**src/rtl/dram_test_pkg.sv**
```systemverilog
// dram_test_pkg: shared state type, default widths and the address-derived test pattern
package dram_test_pkg;

    localparam int DEF_ADDR_W = 24;
    localparam int DEF_DATA_W = 256;

    typedef enum logic [1:0] {
        IDLE,
        WRITE,
        READ,
        DONE
    } state_t;

    // One 16-bit lane of the pattern: (a[15:0] + lane) ^ seed, wrapping mod 2^16.
    function automatic logic [15:0] pattern_lane(
        input logic [15:0] addr_lo,
        input logic [15:0] seed,
        input int          lane
    );
        return (addr_lo + 16'(lane)) ^ seed;
    endfunction

    // Full pattern word at the default data width.
    function automatic logic [DEF_DATA_W-1:0] pattern_word(
        input logic [15:0] addr_lo,
        input logic [15:0] seed
    );
        logic [DEF_DATA_W-1:0] w;
        for (int i = 0; i < DEF_DATA_W / 16; i++) begin
            w[16*i +: 16] = pattern_lane(addr_lo, seed, i);
        end
        return w;
    endfunction

endpackage

```
**src/rtl/dram_pattern_gen.sv**
```systemverilog
// dram_pattern_gen: combinational pattern word for one address, any multiple-of-16 width
module dram_pattern_gen
    import dram_test_pkg::*;
#(
    parameter int DATA_W = DEF_DATA_W
) (
    input  logic [15:0]       addr_lo,
    input  logic [15:0]       seed,
    output logic [DATA_W-1:0] data
);

    for (genvar i = 0; i < DATA_W / 16; i++) begin : g_lane
        assign data[16*i +: 16] = pattern_lane(addr_lo, seed, i);
    end

endmodule

```
**src/rtl/dram_pattern_tester.sv**
```systemverilog
// dram_pattern_tester: writes an address-derived pattern over a range, reads it back and counts mismatches
module dram_pattern_tester
    import dram_test_pkg::*;
#(
    parameter int ADDR_W          = DEF_ADDR_W,
    parameter int DATA_W          = DEF_DATA_W,
    parameter int MAX_OUTSTANDING = 8
) (
    input  logic                user_clk,
    input  logic                user_rst,
    input  logic                start,
    input  logic [ADDR_W-1:0]   base_addr,
    input  logic [ADDR_W-1:0]   word_count,
    input  logic [15:0]         seed,
    output logic                busy,
    output logic                done,
    output logic                pass,
    output logic [31:0]         error_count,
    output logic [ADDR_W-1:0]   first_err_addr,
    output logic                first_err_valid,
    output logic                cmd_valid,
    input  logic                cmd_ready,
    output logic                cmd_we,
    output logic [ADDR_W-1:0]   cmd_addr,
    output logic                wdata_valid,
    input  logic                wdata_ready,
    output logic [DATA_W/8-1:0] wdata_we,
    output logic [DATA_W-1:0]   wdata_data,
    input  logic                rdata_valid,
    output logic                rdata_ready,
    input  logic [DATA_W-1:0]   rdata_data
);

    localparam int CW = ADDR_W + 1;
    localparam int OW = $clog2(MAX_OUTSTANDING) + 1;

    state_t            state, state_nx;
    logic [ADDR_W-1:0] wr_addr, rd_cmd_addr, rd_chk_addr;
    logic [CW-1:0]     wc_q, wr_cnt, issued, returned;
    logic [OW-1:0]     outstanding;
    logic [15:0]       seed_q;
    logic              cmd_done, wd_done;
    logic              launch, cmd_hs, wd_hs, rd_hs, rd_issue, word_done, mismatch;
    logic [DATA_W-1:0] wr_pat, exp_pat;

    dram_pattern_gen #(.DATA_W(DATA_W)) u_wr_gen (
        .addr_lo(wr_addr[15:0]),
        .seed   (seed_q),
        .data   (wr_pat)
    );

    dram_pattern_gen #(.DATA_W(DATA_W)) u_exp_gen (
        .addr_lo(rd_chk_addr[15:0]),
        .seed   (seed_q),
        .data   (exp_pat)
    );

    assign launch    = start && (state == IDLE || state == DONE);
    assign cmd_hs    = cmd_valid && cmd_ready;
    assign wd_hs     = wdata_valid && wdata_ready;
    assign rd_hs     = rdata_valid && rdata_ready;
    assign rd_issue  = cmd_hs && state == READ;
    // A side whose valid is high completes when its ready is high, so ready stands in for the handshake.
    assign word_done = state == WRITE && (cmd_done || cmd_ready) && (wd_done || wdata_ready);
    assign mismatch  = rdata_data != exp_pat;

    assign busy       = state == WRITE || state == READ;
    assign done       = state == DONE;
    assign pass       = done && error_count == '0;
    assign wdata_we   = {(DATA_W/8){wdata_valid}};
    assign wdata_data = state == WRITE ? wr_pat : '0;

    // Next state and native-port command/data strobes.
    always_comb begin
        state_nx    = state;
        cmd_valid   = 1'b0;
        cmd_we      = 1'b0;
        cmd_addr    = '0;
        wdata_valid = 1'b0;
        rdata_ready = 1'b0;
        case (state)
            IDLE, DONE: begin
                if (start) state_nx = word_count == '0 ? DONE : WRITE;
            end
            WRITE: begin
                cmd_valid   = !cmd_done;
                cmd_we      = 1'b1;
                cmd_addr    = wr_addr;
                wdata_valid = !wd_done;
                if (word_done && wr_cnt + CW'(1) == wc_q) state_nx = READ;
            end
            READ: begin
                cmd_valid   = issued < wc_q && outstanding < OW'(MAX_OUTSTANDING);
                cmd_addr    = rd_cmd_addr;
                rdata_ready = 1'b1;
                if (rdata_valid && returned + CW'(1) == wc_q) state_nx = DONE;
            end
            default: state_nx = IDLE;
        endcase
    end

    // State register and run parameters latched on an accepted start.
    always_ff @(posedge user_clk or posedge user_rst) begin
        if (user_rst) begin
            state  <= IDLE;
            wc_q   <= '0;
            seed_q <= '0;
        end else begin
            state <= state_nx;
            if (launch) begin
                wc_q   <= {1'b0, word_count};
                seed_q <= seed;
            end
        end
    end

    // Write phase: sticky per-side done flags, advancing once both sides of a word have completed.
    always_ff @(posedge user_clk or posedge user_rst) begin
        if (user_rst) begin
            wr_addr  <= '0;
            wr_cnt   <= '0;
            cmd_done <= 1'b0;
            wd_done  <= 1'b0;
        end else if (launch) begin
            wr_addr  <= base_addr;
            wr_cnt   <= '0;
            cmd_done <= 1'b0;
            wd_done  <= 1'b0;
        end else if (state == WRITE) begin
            cmd_done <= !word_done && (cmd_done || cmd_hs);
            wd_done  <= !word_done && (wd_done || wd_hs);
            if (word_done) begin
                wr_addr <= wr_addr + ADDR_W'(1);
                wr_cnt  <= wr_cnt + CW'(1);
            end
        end
    end

    // Read issue side and the in-flight counter; an issue and a return in one cycle cancel out.
    always_ff @(posedge user_clk or posedge user_rst) begin
        if (user_rst) begin
            rd_cmd_addr <= '0;
            issued      <= '0;
            outstanding <= '0;
        end else if (launch) begin
            rd_cmd_addr <= base_addr;
            issued      <= '0;
            outstanding <= '0;
        end else begin
            if (rd_issue) begin
                rd_cmd_addr <= rd_cmd_addr + ADDR_W'(1);
                issued      <= issued + CW'(1);
            end
            if (rd_issue != rd_hs) outstanding <= rd_issue ? outstanding + OW'(1) : outstanding - OW'(1);
        end
    end

    // Read return side: in-order compare, saturating error count and first failing address.
    always_ff @(posedge user_clk or posedge user_rst) begin
        if (user_rst) begin
            rd_chk_addr     <= '0;
            returned        <= '0;
            error_count     <= '0;
            first_err_addr  <= '0;
            first_err_valid <= 1'b0;
        end else if (launch) begin
            rd_chk_addr     <= base_addr;
            returned        <= '0;
            error_count     <= '0;
            first_err_addr  <= '0;
            first_err_valid <= 1'b0;
        end else if (rd_hs) begin
            rd_chk_addr <= rd_chk_addr + ADDR_W'(1);
            returned    <= returned + CW'(1);
            if (mismatch) begin
                if (error_count != '1) error_count <= error_count + 32'd1;
                if (!first_err_valid) begin
                    first_err_addr  <= rd_chk_addr;
                    first_err_valid <= 1'b1;
                end
            end
        end
    end

endmodule

```
**config.mk**
```make
export PLATFORM = sky130hd
export DESIGN_NAME = dram_pattern_tester
export DESIGN_NICKNAME = d
export VERILOG_FILES = /design/src/rtl/dram_test_pkg.sv /design/src/rtl/dram_pattern_gen.sv /design/src/rtl/dram_pattern_tester.sv
export SDC_FILE = /design/constraint.sdc
export NUM_CORES = 2
export LEC_CHECK = 0
export CAP_MARGIN = 25
export CORE_AREA = 2 2 275 277
export DETAILED_ROUTE_END_ITERATION = 16
export DIE_AREA = 0 0 277 279
export GPL_ROUTABILITY_DRIVEN = 1
export GPL_TIMING_DRIVEN = 0
export HOLD_SLACK_MARGIN = 0.08
export SYNTH_ARGS = -nofsm -noshare
export SYNTH_HDL_FRONTEND = slang
export SYNTH_SLANG_ARGS = --single-unit
```
**constraint.sdc**
```tcl
create_clock -name user_clk -period 9.7 [get_ports user_clk]
set_input_delay 1.94 -clock user_clk [delete_from_list [all_inputs] [get_ports user_clk]]
set_output_delay 1.94 -clock user_clk [all_outputs]
set_load 0.05 [all_outputs]
```
==> metrics.yaml <==
cts_tree: "yes"
clk_latency_ns: 0.62
fin_util: 0.5137
hold_ws_ns: 0.5028
path_max_fanout: 10
ant_nets: 0
fmaxAchievable_mhz: 122.7
crit_top_cell: "buf_4"
synth_ff_type: "dfrtp_1"
clkTransAtPathRegs_ns: 0.06
grt_max_degree: 124
track_usage: 0.4329
drt_wl_total_microns: 175400
final_cells: 5586
maxSlewViolCount: 0
synth-seq-cells: 252
switchingPower_mw: 3.475
synth_area_sq_um: 28430
drive_gt1_frac: 0.05126
synth.avg_cell_area_sq_um: 7.452
power.density_nw_per_um2: 175.2
setup_slack_ns: 1.553
rsz0062_at_grt: "false"
die_y_microns: 279
ir_drop_mv: 0.2588
cpPeakStageDelay_ns: 0.96
drt_pass1_iterations: 8
vias: 34432
placed_area_sq_um: 36900
worst_pin_slew_ns: 1.234
cts_buffers: 31
synth_cell_type_count: 92
root_buffer: "clkbuf_16"
io_pins: 702
hold_class: "register to register"
hold_viol_final: 0
syn_inst: 3815
grtUsageMet3: 0.1383
start_util: 0.3838
grt_util_met1: 0.5819
gp_congestion: 1.111
crit_type: "register to register"
pre_cts_ws_ns: 1.816
hold_buffers: 0
port_buffers: 701
maxCapViolCount: 0
internal_power_mw: 3.191
core_area_sq_um: 74070
grt_pass1_vias: 31543
swShare: 0.5213
avgRoutedWirePerCell_microns: 31.41
critPathRequiredTime_ns: 10.23
use_met2: 0.6238
finalCritPeriodShare: 0.8399
dp_hpwl_microns: 143400
critPathSlowestCell: "a21oi_1"
fin_area_sq_um: 38050
path_cells: "clkbuf_1 -> clkbuf_1 -> inv_1 -> ha_1 -> a21oi_1 -> nor3_1 -> o21ai_0 -> or4bb_1 -> or4_1 -> nor4_1 -> and4_1 -> buf_4 -> buf_4 -> buf_4 -> o31ai_1 -> a21oi_1"
crit_arrival_ns: 8.68
fin_skew_ns: 0.05221
area_delta_synth_final_pct: 33.84
cp-end-kind: "register"
fp-row-count: 100
pwr-share-seq: 0.169
grt_antenna_before_repair: 26
syn_nets: 4204
setup_violations: 0
cts_buffer_depth: 3
via_per_inst: 6.164
post_cts_resized: 0
p_leak_nw: 14.56
fin_nets: 4970
seq_area_frac_synth: 0.2218
slew-limit-headroom: 0.1771
cp_num_buf_inv: 6
htreeDepth: 1
post_cts.repair.setup_buffers: 0
comb_power_share: 0.646
async_flop_share: 1.000
pwr-share-clk: 0.185
cpLargestDelayFamily: "buffers and inverters"
synth-edff-count: 0
num-fill-cells: 7505
overflow: 0
placed_cells: 5509
post-route-drc-count: 0
grt_pass1_wl_microns: 241900
min_period_ns: 8.147
drt_iter0_drc: 4314
yosys_warnings: 0
busiest_layer: "met2"
fp.dieW_microns: 277
numClockSinks: 252
dieArea_sq_um: 77280
status: "finished clean"
critPathLaunchType: "register"
==> sequential cells by signal, indices dropped and copies added, names as in the netlist, 16 cells and up <==
signal and count:
wr_cnt 25, first_err_addr 24, seed_q 16, rd_cmd_addr 24, error_count 32, wr_addr 24
rd_chk_addr 24, wc_q 24, issued 25, returned 25
==> logic make-up after synthesis <==
group / share of synthesized area
muxes: 0.01941
and+or+nand+nor: 0.2879
buffers and inverters: 0.06756
adders and majority gates: 0.02799
DFF: 0.2218
AOI/OAI and AO/OA: 0.1635
xor gates and xnor gates: 0.2119
==> synthesized netlist by cell type, types with 37 or more instances <==
library cell	instances	area, sq um
inv_1	90	337.8
ha_1	62	775.7
clkbuf_1	193	724.4
a31oi_1	37	231.5
nand2_1	332	1246
or3_1	59	369.1
dfrtp_1	252	6306
a21oi_1	206	1031
nor3_1	131	655.6
nor2_1	546	2049
and2_1	43	269.0
o21ai_0	151	755.7
nand4_1	91	569.3
mux2i_1	45	450.4
buf_4	76	570.6
nand3_1	132	660.6
xor2_1	213	1866
xnor2_1	409	3582
nor4_1	89	556.8
and3_1	44	275.3
==> worst paths after layout <==
check	startpoint	endpoint	slack, ns	cells past startpoint
setup / recovery	rd_chk_addr[2]$_DFFE_PP0P_	error_count[19]$_DFFE_PP0P_	1.55	16
hold / removal	issued[24]$_DFFE_PP0P_	issued[24]$_DFFE_PP0P_	0.50	1
setup reg to reg	rd_chk_addr[2]$_DFFE_PP0P_	error_count[19]$_DFFE_PP0P_	1.55	16
hold reg to reg	issued[24]$_DFFE_PP0P_	issued[24]$_DFFE_PP0P_	0.50	1
max in group asynchronous	user_rst	error_count[2]$_DFFE_PP0P_	6.86	3
min in group asynchronous	user_rst	wd_done$_DFFE_PP0P_	1.82	2
==> per-layer routing <==
layer | share of wire | wire length [microns]
met1 | 0.41 | 71750
met2 | 0.41 | 71660
met3 | 0.12 | 21510
met4 | 0.059 | 10420
met5 | 0.00055 | 96
==> stage by stage <==
| step | setup TNS, ns | total power [mW] |
|---|---|---|
| 5_1_grt | 0 | 6.821 |
| 4_1_cts | 0 | 6.619 |
| 3_3_place_gp | -752.65 | 5.382 |
| 3_5_place_dp | 0 | 5.390 |
| 6_report | 0 | 6.666 |
| 2_1_floorplan | 0 | 3.820 |
==> layout by cell type, fill, tap and decap left out, drive strengths merged, types with 92 or more instances in the layout <==
| cell | n |
|---|---|
| xor2 | 214 |
| clkdlybuf4s50 | 701 |
| clkbuf | 242 |
| xnor2 | 411 |
| nand3 | 132 |
| dfrtp | 252 |
| o21ai | 152 |
| nor2 | 546 |
| a21oi | 206 |
| nand2 | 332 |
| nor3 | 131 |
| nand4 | 92 |
| buf | 166 |
==> cell type report <==
class,count,area (sq um),area share
antenna,13,32.53,0.0008550
clock buffer,46,912.1,0.02397
timing repair buffer,733,7292,0.1916
multi-input combinational,3141,20220,0.5315
tap,969,1212,0.03186
clock inverter,10,143.9,0.003782
buffer,330,1575,0.04140
sequential,252,6306,0.1657
inverter,92,352.8,0.009273
==> power by group through the flow <==
stage | clock, mW | sequential (mW) | combinational [mW]
floorplan | 0 | 1.13 | 2.69
global placement | 0 | 1.14 | 4.24
detailed placement | 0 | 1.14 | 4.25
CTS | 1.24 | 1.13 | 4.26
global route | 1.28 | 1.13 | 4.41
finish | 1.23 | 1.13 | 4.31
Note: power is estimated with default switching activity, not from simulation.
